===== src/rtl/sdram_test_monitor_if.sv =====
// Status bus between the SDRAM tester and its LED monitor.
// The tester side (master) drives run/fail/clear; the monitor side (slave)
// returns the LED pattern, the saturating error count and the sticky fail flag.
`timescale 1ns/1ps
interface sdram_test_monitor_if #(
    parameter int ERR_BITS = 8
);
    logic                run;
    logic                fail;
    logic                clear;
    logic [1:0]          led;
    logic [ERR_BITS-1:0] errors;
    logic                failSeen;

    modport master (
        output run, fail, clear,
        input  led, errors, failSeen
    );

    modport slave (
        input  run, fail, clear,
        output led, errors, failSeen
    );
endinterface


===== src/rtl/sdram_test_monitor.sv =====
// SDRAM tester status monitor: counts fail rising edges (saturating), keeps a
// sticky fail flag and stretches each fail into a visible blink window on the
// status LEDs.
// Build option: define SDRAM_MONITOR_ERRCODE_EN to drive led[0] from a
// blink-code FSM that flashes the error count (capped at CODE_MAX) per frame.
`timescale 1ns/1ps
module sdram_test_monitor #(
    parameter int BLINK_BITS = 24,
    parameter int HOLD_BITS  = 28,
    parameter int ERR_BITS   = 8,
    parameter int CODE_MAX   = 9
) (
    input  logic                  clock,
    input  logic                  reset,
    sdram_test_monitor_if.slave   bus
);
    // Window-off value: only the MSB set, so the stretch counter is parked.
    localparam logic [HOLD_BITS-1:0] HOLD_OFF = {1'b1, {(HOLD_BITS-1){1'b0}}};

    logic [BLINK_BITS-1:0] bc_reg;
    logic                  failD_reg;
    logic [ERR_BITS-1:0]   errors_reg;
    logic                  failSeen_reg;
    logic [HOLD_BITS-1:0]  hold_reg;
    logic [1:0]            led_reg;
    logic                  led0_next;

    logic fail_rise;
    logic on;
    logic blink;
    logic flash;

    assign fail_rise = bus.fail & ~failD_reg;
    assign on        = ~hold_reg[HOLD_BITS-1];
    assign blink     = bc_reg[BLINK_BITS-1];
    assign flash     = on & blink;

    // Free-running blink counter; wraps naturally at all-ones.
    always_ff @(posedge clock or posedge reset) begin
        if (reset) bc_reg <= '0;
        else       bc_reg <= bc_reg + 1'b1;
    end

    // Fail edge detect, saturating error count and sticky flag; clear wins
    // over history but a coincident rising edge is still counted.
    always_ff @(posedge clock or posedge reset) begin
        if (reset) begin
            failD_reg    <= 1'b0;
            errors_reg   <= '0;
            failSeen_reg <= 1'b0;
        end else begin
            failD_reg <= bus.fail;
            if (bus.clear) begin
                errors_reg   <= fail_rise ? ERR_BITS'(1) : '0;
                failSeen_reg <= fail_rise;
            end else if (fail_rise) begin
                if (~&errors_reg) errors_reg <= errors_reg + 1'b1;
                failSeen_reg <= 1'b1;
            end
        end
    end

    // Fail-stretch window: restart on every rising edge, run until MSB sets.
    always_ff @(posedge clock or posedge reset) begin
        if (reset)          hold_reg <= HOLD_OFF;
        else if (fail_rise) hold_reg <= '0;
        else if (on)        hold_reg <= hold_reg + 1'b1;
    end

`ifdef SDRAM_MONITOR_ERRCODE_EN
    localparam int N_BITS = $clog2(CODE_MAX + 1);
    localparam logic [1:0] ST_IDLE = 2'd0;
    localparam logic [1:0] ST_ON   = 2'd1;
    localparam logic [1:0] ST_OFF  = 2'd2;
    localparam logic [1:0] ST_GAP  = 2'd3;

    logic [1:0]        state_reg;
    logic [N_BITS-1:0] n_reg;
    logic [1:0]        gcnt_reg;
    logic [N_BITS-1:0] code_n;
    logic              tick;

    assign tick = &bc_reg[BLINK_BITS-2:0];

    // Flash count for a new frame: errors clamped to [1, CODE_MAX].
    always_comb begin
        code_n = N_BITS'(CODE_MAX);
        if (errors_reg == '0)                  code_n = N_BITS'(1);
        else if (int'(errors_reg) < CODE_MAX)  code_n = N_BITS'(errors_reg);
    end

    // Blink-code sequencer. The gap runs three ticks in GAP and its fourth
    // tick in IDLE, which also starts the next frame, so frames of 2n+4
    // ticks repeat back to back while failSeen stays set.
    always_ff @(posedge clock or posedge reset) begin
        if (reset) begin
            state_reg <= ST_IDLE;
            n_reg     <= '0;
            gcnt_reg  <= '0;
        end else if (bus.clear) begin
            state_reg <= ST_IDLE;
        end else if (tick) begin
            case (state_reg)
                ST_IDLE: if (failSeen_reg) begin
                    n_reg     <= code_n;
                    state_reg <= ST_ON;
                end
                ST_ON: begin
                    n_reg     <= n_reg - 1'b1;
                    state_reg <= ST_OFF;
                end
                ST_OFF: if (n_reg != '0) begin
                    state_reg <= ST_ON;
                end else begin
                    state_reg <= ST_GAP;
                    gcnt_reg  <= '0;
                end
                default: if (gcnt_reg == 2'd2) state_reg <= ST_IDLE;
                         else                  gcnt_reg  <= gcnt_reg + 1'b1;
            endcase
        end
    end

    // led[0] pattern for the current sequencer state.
    always_comb begin
        case (state_reg)
            ST_IDLE: led0_next = ~bus.run;
            ST_ON:   led0_next = 1'b1;
            default: led0_next = 1'b0;
        endcase
    end
`else
    // Both LEDs follow run, inverted together while the blink window flashes.
    always_comb begin
        led0_next = ~bus.run ^ flash;
    end
`endif

    // Registered LED drive.
    always_ff @(posedge clock or posedge reset) begin
        if (reset) led_reg <= 2'b10;
        else       led_reg <= {bus.run ^ flash, led0_next};
    end

    // While reset is held the LEDs show the plain run level straight away.
    assign bus.led      = reset ? {bus.run, ~bus.run} : led_reg;
    assign bus.errors   = errors_reg;
    assign bus.failSeen = failSeen_reg;
endmodule

===== src/flat_wrapper.sv =====
// flat-port wrapper written by rule: the top's interface ports become plain ports
module sdram_test_monitor_flat 
#(
    parameter int BLINK_BITS = 24,
    parameter int HOLD_BITS  = 28,
    parameter int ERR_BITS   = 8,
    parameter int CODE_MAX   = 9
)
  (clock, reset, bus_run, bus_fail, bus_clear, bus_led, bus_errors, bus_failSeen);
  sdram_test_monitor_if #(.ERR_BITS(ERR_BITS)) bus_i ();
  input  logic clock;
  input  logic reset;
  input wire logic [$bits(bus_i.run)-1:0] bus_run;
  input wire logic [$bits(bus_i.fail)-1:0] bus_fail;
  input wire logic [$bits(bus_i.clear)-1:0] bus_clear;
  output wire logic [$bits(bus_i.led)-1:0] bus_led;
  output wire logic [$bits(bus_i.errors)-1:0] bus_errors;
  output wire logic [$bits(bus_i.failSeen)-1:0] bus_failSeen;
  assign bus_i.run = bus_run;
  assign bus_i.fail = bus_fail;
  assign bus_i.clear = bus_clear;
  assign bus_led = bus_i.led;
  assign bus_errors = bus_i.errors;
  assign bus_failSeen = bus_i.failSeen;
  sdram_test_monitor #(.BLINK_BITS(BLINK_BITS), .HOLD_BITS(HOLD_BITS), .ERR_BITS(ERR_BITS), .CODE_MAX(CODE_MAX)) u_core (.clock(clock), .reset(reset), .bus(bus_i));
endmodule

===== config.mk =====
export PLATFORM = sky130hd
export DESIGN_NAME = sdram_test_monitor_flat
export DESIGN_NICKNAME = d
export VERILOG_FILES = /design/src/rtl/sdram_test_monitor_if.sv /design/src/rtl/sdram_test_monitor.sv /design/src/flat_wrapper.sv
export SDC_FILE = /design/constraint.sdc
export NUM_CORES = 1
export LEC_CHECK = 0
export ABC_AREA = 1
export BUFFER_PORTS_ARGS = -buffer_cell sky130_fd_sc_hd__clkbuf_2
export CORE_MARGIN = 2
export CORE_UTILIZATION = 45
export DETAILED_ROUTE_END_ITERATION = 10
export PLACE_DENSITY = 0.64
export SLEW_MARGIN = 20
export SYNTH_ARGS = -nofsm -noshare
export SYNTH_HDL_FRONTEND = slang
export SYNTH_SLANG_ARGS = --single-unit

===== constraint.sdc =====
create_clock -name clock -period 3.1 [get_ports clock]
set_input_delay 0.62 -clock clock [delete_from_list [all_inputs] [get_ports clock]]
set_output_delay 0.62 -clock clock [all_outputs]
set_load 0.1 [all_outputs]

# [After elaboration in Yosys (flattened, before gate mapping)]
# Index checks and enable logic that the tools add are counted.
[word_totals] input_bits=5 register_bits=64 output_inout_bits=11 word_cells=31
[classes] n_addsub=3 n_reduce_logical=3 n_mux=9 n_eq_ne=2 n_bitwise=7
[op_table] cell="two-way mux 28 bit" n=2
[op_table] cell="adder 28 x 1 -> 28 bit, second input constant" n=1
[op_table] cell="adder 24 x 1 -> 24 bit, second input constant" n=1
[op_table] cell="two-way mux 8 bit" n=3
[op_table] cell="adder 8 x 1 -> 8 bit, second input constant" n=1
[op_table] cell="AND reduction 8 bit" n=1
[op_table] cell="inequality test 2 bit, second input constant" n=2
[op_table] cell="two-way mux 1 bit" n=3
[op_table] cell="inverter 1 bit" n=3
[op_table] cell="bitwise AND 1 bit" n=2
[op_table] cell="two-way mux 2 bit" n=1
[op_table] cell="AND reduction 2 bit" n=1
[op_table] cell="nonzero test 2 bit" n=1
[op_table] cell="bitwise XOR 1 bit" n=2

# [Depth between registers and ports, before layout]
# Gate-level depths: netlist of the first run.
[depth] depth_word=4 depth_mapped=9 depth_no_buf=9

# [Worst setup path after synthesis of the first run]
# No wires, ideal clock.
[synth_timing] path_kind="input to output" start="input reset" end="output bus_led[1]" stages=3 slack_ps=-296 arrival_ps=2776 required_ps=2480 n_path_buf=0 cell_sequence="inv_1 -> nand2_1 -> nand2_1"
[synth_between] elab_chain_len=1
[synth_rtl] item="start, declared" line="flat_wrapper.sv:12" source="input logic reset;"
[synth_rtl] item="two-way mux 2 bit" line="sdram_test_monitor.sv:146" source="assign bus.led = reset ? {bus.run, ~bus.run} : led_reg;"
[synth_rtl] item="end, declared" line="flat_wrapper.sv:16" source="output wire logic [$bits(bus_i.led)-1:0] bus_led;"
# Every way passes these cells.

# [Final worst setup path of the first run]
[layout_timing] start="input reset" end="output bus_led[0]"
# The elaborated chain is that of the path after synthesis.

==> impl_metrics.tcl, run 1 <==
set metrics [dict create \
    powerDensity_mw_per_mm2 454.9 \
    fmax_mhz 496.4 \
    setup_violations 0 \
    utilization_pct 51.42 \
    reg2reg_to "u_core.hold_reg[12]$_DFFE_PP0P_" \
    vias_per_cell 4.963 \
    synth_top_area_share_pct 43.77 \
    rsz0062_at_grt "no" \
    synth_top_area_cell "dfrtp_1" \
    clkPwrFrac_pct 40.7 \
    synth_most_common_cell "nand2_1" \
    relSlewSlack_pct 47.15 \
    slowest_stage "clkbuf_2" \
    coreArea_sq_mm 0.007687 \
    num_vias 2854 \
    firstDrtPassIters 4 \
    critPathBufInv 2 \
    synth_xor_area_share_pct 5.930 \
    drcViolationCount 0 \
    rr_worst_depth 8 \
    cts_resized 0 \
    grt_pass1_wl_mm 12.59 \
    yosys.area_share.simple_pct 35.23 \
    async_reset_ff_share_pct 100.0 \
    synthMuxAreaShare_pct 0 \
    cpPeakStageDelay_ps 450 \
    h-tree-depth 3 \
    io-pin-count 16 \
    hold_depth 1 \
    worst-setup-path-type "primary input to primary output" \
    ctsRootBufferMaster "clkbuf_8" \
    cp.arrival_ps 1390 \
    clock-sinks 64 \
    area_growth_pct 11.51 \
    hold_viol 0 \
    postCtsHoldBufs 0 \
    holdPathEnd "u_core.failD_reg$_DFF_PP0_" \
    ys_warn_count 0 \
    synth_top_family_by_area "simple AND/OR/NAND/NOR gates" \
    first_global_vias 2829 \
    drv_cap 0 \
    outcome "finished, final reports clean" \
    power.leakage_nw 1.837 \
    seq_area_frac_synth_pct 45.25 \
    worstSetupStartpoint "reset" \
    synth_fp_nets 453 \
    ys_top_cells_by_count "nand2_1 (109), nor2_1 (72), dfrtp_1 (62)" \
    portBuffers 15 \
    dp_hpwl_mm 5.060 \
    die_w_um 92.75 \
    worst_slew_pin_slew_ps 792.8 \
    cp-end-kind "primary output" \
    diodes 0 \
    post_drt_wl_per_cell_um 12.14 \
    wirelength_mm 6.981 \
    clock_path_buffers 2 \
    grt.total_usage_pct 18.26 \
    start_util_pct 46.11 \
    synthAdderAreaFrac_pct 1.059 \
    pre_cts_slack_ps 1077 \
    largest_reg_flops 28 \
    rows 32 \
    die_h_um 92.75 \
    critical_path_required_ps 2480 \
    num-nets-final 476 \
    drive_gt1_share_pct 16.70 \
    cp_cell_sequence "clkbuf_2, nand2_1, o21a_1, clkbuf_2" \
    postSynthAreaPerCell_sq_um 7.966 \
    finalCritPeriodShare_pct 64.98 \
    grt_antenna_before_repair 0 \
    synthFlopType "dfrtp_1" \
    p_sw_share_pct 27.50 \
    clock_skew_ps 8.140 \
    cp-start-kind "primary input" \
    combPwrFrac_pct 9.5 \
    cts_buffers 9 \
    cts_tree "built" \
    clkTransAtPathRegs_ps 70 \
    ys_types 37 \
    ant_nets 0 \
    critical_path.most_common_cell "clkbuf_2" \
    fin_tns_setup_ps 0 \
    r2r_slack_ps 1570 \
    synth-compound-area-share_pct 6.177 \
    cts_setup_buffers 0 \
    grt_max_degree 65 \
    hp-start "bus_fail" \
    fin_crit_ps 2014 \
    placed_cell_area_sq_mm 0.003747 \
    first_iter_violations 127 \
    ys_top_cells_by_area "dfrtp_1 (44%), nand2_1 (12%), nor2_1 (7.6%)" \
    regToRegStartpoint "u_core.hold_reg[0]$_DFFE_PP0P_" \
    die_area_sq_mm 0.008603 \
    ir_drop_uv 190.8 \
    hold_class "primary input to flop" \
    grt_overflow 0 \
    synthCells 445 \
    p_switching_mw 0.4945 \
    final_area_sq_mm 0.003953 \
    cellInternalPower_mw 1.303 \
    cp_top_family "buffers and inverters" \
    insertion_delay_ps 330 \
    slew_viol_final 0 \
    synth-seq-cells 64 \
    pwr-share-seq_pct 49.8 \
    fin_ws_ps 1086 \
    place_congestion 0.8458 \
    synth-edff-count 0 \
    syn_area_sq_mm 0.003545 \
    worstPathMaxFanout 3 \
]
==> worst max path at each step <==
stage                 end  depth (start not counted)  slack (ps)
2_1_floorplan  bus_led[1]                          3         230
3_3_place_gp   bus_led[0]                          4        1100
3_5_place_dp   bus_led[0]                          4        1080
4_1_cts        bus_led[0]                          4        1080
5_1_grt        bus_led[0]                          4        1040
6_report       bus_led[0]                          4        1090
==> power by group through the flow <==
stage,registers (mW),clock network (mW),logic (mW)
after floorplan,0.940,0,0.102
after global routing,0.900,0.798,0.194
after detailed placement,0.909,0,0.176
after global placement,0.909,0,0.169
final,0.895,0.731,0.172
after CTS,0.894,0.763,0.175
==> area by class of cell <==
cell class              instances  area, sq um
flip-flops and latches         64         1604
multi-input cells             326         1715
inverters                      49        187.7
well taps                     102        127.6
repair buffers                 18        112.6
fillers                       785         3735
clock buffers                  10        137.6
clock inverters                 6        67.56
==> routing by layer <==
metal	up-vias	GRT usage, %	part of all wire [%]
met1	1341	24.37	49
met2	47	29.62	47
li1	1455	-	-
met3	11	3.417	2.7
met5	-	0	0
met4	0	6.985	1.5
==> worst reg2reg max path: cells and delay by family, from the launching register on <==
family                     cells  cell delay (ps)
adders and majority gates      1              220
buffers and inverters          1               80
DFF                            1              420
and+or+nand+nor                6              700
==> layout by cell type, fill, tap and decap left out, types with 6 or more instances in the layout <==
cell and count:
nor3_1 8, o21ai_0 8, dfrtp_1 62, nand2_1 109, o21ai_2 6, clkbuf_8 10
nand3_1 25, clkbuf_2 14, a21oi_1 17, inv_2 6, nand4_1 12, xnor2_1 10
nor2_2 6, nor2_1 72, xor2_1 14, inv_1 42
==> kinds of logic (layout without fill, tap and decap cells) <==
| logic type | Yosys count | count (layout) |
|---|---|---|
| XOR/XNOR | 24 | 24 |
| flip-flops | 64 | 64 |
| adder cells (fa/ha/maj) | 3 | 3 |
| AND/OR/NAND/NOR | 261 | 261 |
| AO/OA/AOI/OAI | 38 | 38 |
| buffers and inverters | 55 | 83 |
==> metrics by stage <==
step / cells / power [mW] / hold slack (ps)
5_1_grt: 575 / 1.892 / 396.3
4_1_cts: 575 / 1.832 / 391.4
3_5_place_dp: 559 / 1.085 / 463.1
3_3_place_gp: 559 / 1.078 / 457.4
2_1_floorplan: 445 / 1.042 / 441.6
6_report: 575 / 1.798 / 409.5
Note: power is estimated with default switching activity, not from simulation.
==> run 2, diff against run 1 <==
--- a/config.mk
+++ b/config.mk
@@ -10,7 +10,7 @@
 export CORE_MARGIN = 2
 export CORE_UTILIZATION = 45
 export DETAILED_ROUTE_END_ITERATION = 10
-export PLACE_DENSITY = 0.64
+export PLACE_DENSITY = 0.67
 export SLEW_MARGIN = 20
 export SYNTH_ARGS = -nofsm -noshare
 export SYNTH_HDL_FRONTEND = slang
==> constraint.sdc (replaced) <==
create_clock -name clock -period 1.8 [get_ports clock]
set_input_delay 0.36 -clock clock [delete_from_list [all_inputs] [get_ports clock]]
set_output_delay 0.36 -clock clock [all_outputs]
set_load 0.1 [all_outputs]
==> impl_metrics.tcl, run 2 (synthesis gave the netlist of run 1 again) <==
set metrics [dict create \
    cts_setup_buffers 0 \
    slew_viol_final 0 \
    postCtsHoldBufs 0 \
    final_common_cell "nand2_1" \
    rsz0062_at_grt "no" \
    first_global_vias 2683 \
    die_w_um 92.75 \
    fin_tns_setup_ps 0 \
    p_switching_mw 0.8782 \
    setup_violations 0 \
    r2r_slack_ps 290 \
    drcViolationCount 0 \
    reg2reg_to "u_core.bus.errors[4]$_DFFE_PP0P_" \
    coreArea_sq_mm 0.007687 \
    finalCritPeriodShare_pct 90.64 \
    fin_crit_ps 1632 \
    largest_reg_flops 28 \
    outcome "finished, final reports clean" \
    portBuffers 15 \
    cts_tree "built" \
    cp-start-kind "flop" \
    pwr-share-seq_pct 47.1 \
    cts_resized 0 \
    worst-setup-path-type "flop to primary output" \
    grt_max_degree 65 \
    p_sw_share_pct 26.81 \
    critical_path_required_ps 1440 \
    rows 32 \
    cp.arrival_ps 1270 \
    hold_class "primary input to asynchronous set/reset pin" \
    mostFrequentLayoutCells "nand2_1 (107), nor2_1 (72), dfrtp_1 (56), inv_1 (42), nand3_1 (25)" \
    vias_per_cell 4.957 \
    grt_pass1_wl_mm 12.23 \
    grt.total_usage_pct 17.72 \
    worst_slew_pin_slew_ps 541.7 \
    cts_buffers 9 \
    cp_top_family "buffers and inverters" \
    placed_cell_area_sq_mm 0.003797 \
    clkPwrFrac_pct 43.6 \
    insertion_delay_ps 350 \
    wirelength_mm 6.957 \
    critPathBufInv 1 \
    drive_gt1_share_pct 18.39 \
    die_area_sq_mm 0.008603 \
    cp_cell_sequence "clkbuf_2" \
    drv_cap 0 \
    dp_hpwl_mm 5.084 \
    rr_worst_depth 7 \
    ir_drop_uv 421.7 \
    power.leakage_nw 1.846 \
    relSlewSlack_pct 64.04 \
    post_drt_wl_per_cell_um 12.10 \
    combPwrFrac_pct 9.3 \
    clock_skew_ps 13.90 \
    place_congestion 0.8525 \
    regToRegStartpoint "u_core.bus.errors[0]$_DFFE_PP0P_" \
    first_iter_violations 118 \
    cellInternalPower_mw 2.398 \
    num-nets-final 476 \
    ant_nets 0 \
    diodes 0 \
    clock_path_buffers 2 \
    grt_antenna_before_repair 0 \
    area_growth_pct 13.59 \
    slowest_stage "clkbuf_2" \
    io-pin-count 16 \
    powerDensity_mw_per_mm2 813.7 \
    cpPeakStageDelay_ps 490 \
    clkTransAtPathRegs_ps 80 \
    ctsRootBufferMaster "clkbuf_8" \
    hold_viol 0 \
    worstPathMaxFanout 6 \
    firstDrtPassIters 5 \
    clock-sinks 64 \
    die_h_um 92.75 \
    num_vias 2850 \
    cp-end-kind "primary output" \
    grt_overflow 0 \
    final_area_sq_mm 0.004026 \
    start_util_pct 46.11 \
    fmax_mhz 612.9 \
    h-tree-depth 3 \
]
-- run 2: cell count changes in the layout (fill, tap and decap cells not counted), sizes merged --
cell      before  now
clkbuf        24   23
buf            4    5
clkinvlp       3    4
clkinv         2    0
bufinv         1    2
-- run 2: how the worst max path moves through the flow --
stage	start	depth (start not counted)	slack [ps]	end
floorplan	reset	3	-290	bus_led[1]
global placement	u_core.hold_reg[0]$_DFFE_PP0P_	8	360	u_core.hold_reg[26]$_DFFE_PP0P_
detailed placement	u_core.hold_reg[0]$_DFFE_PP0P_	8	300	u_core.hold_reg[26]$_DFFE_PP0P_
CTS	u_core.bus.errors[6]$_DFFE_PP0P_	1	140	bus_errors[6]
global route	u_core.bus.errors[6]$_DFFE_PP0P_	1	110	bus_errors[6]
finish	u_core.bus.errors[6]$_DFFE_PP0P_	1	170	bus_errors[6]
-- run 2: layout make-up --
type                       instances  area [sq um]
multi-input combinational        326          1725
clock buffer                      10         137.6
fill                             743          3661
sequential                        64          1617
timing repair buffer              18         140.1
inverter                          49         187.7
tap                              102         127.6
clock inverter                     6         91.34
-- run 2: power groups by stage --
stage	Sequential, mW	Clock (mW)	Combinational (mW)
finish	1.54	1.43	0.305
global route	1.55	1.51	0.337
CTS	1.54	1.45	0.311
detailed placement	1.57	0	0.311
global placement	1.57	0	0.306
floorplan	1.62	0	0.178
-- run 2: per-stage QoR --
stage,setup WS (ps),util [%],hold WS (ps),power (mW),instances
finish,168.4,52.38,119.6,3.276,575
global route,105.3,52.38,143.5,3.403,575
CTS,143.7,52.38,128.2,3.302,575
detailed placement,296.0,49.40,459.3,1.884,559
global placement,357.9,49.40,459.8,1.872,559
floorplan,-293.1,-,391.4,1.802,445
-- run 2: layer usage --
metal  share of wire (%)  global-route usage, %
met5                   0                      0
met4                 1.9                  7.843
met3                 2.6                  3.499
met2                  44                  27.31
met1                  51                  24.28
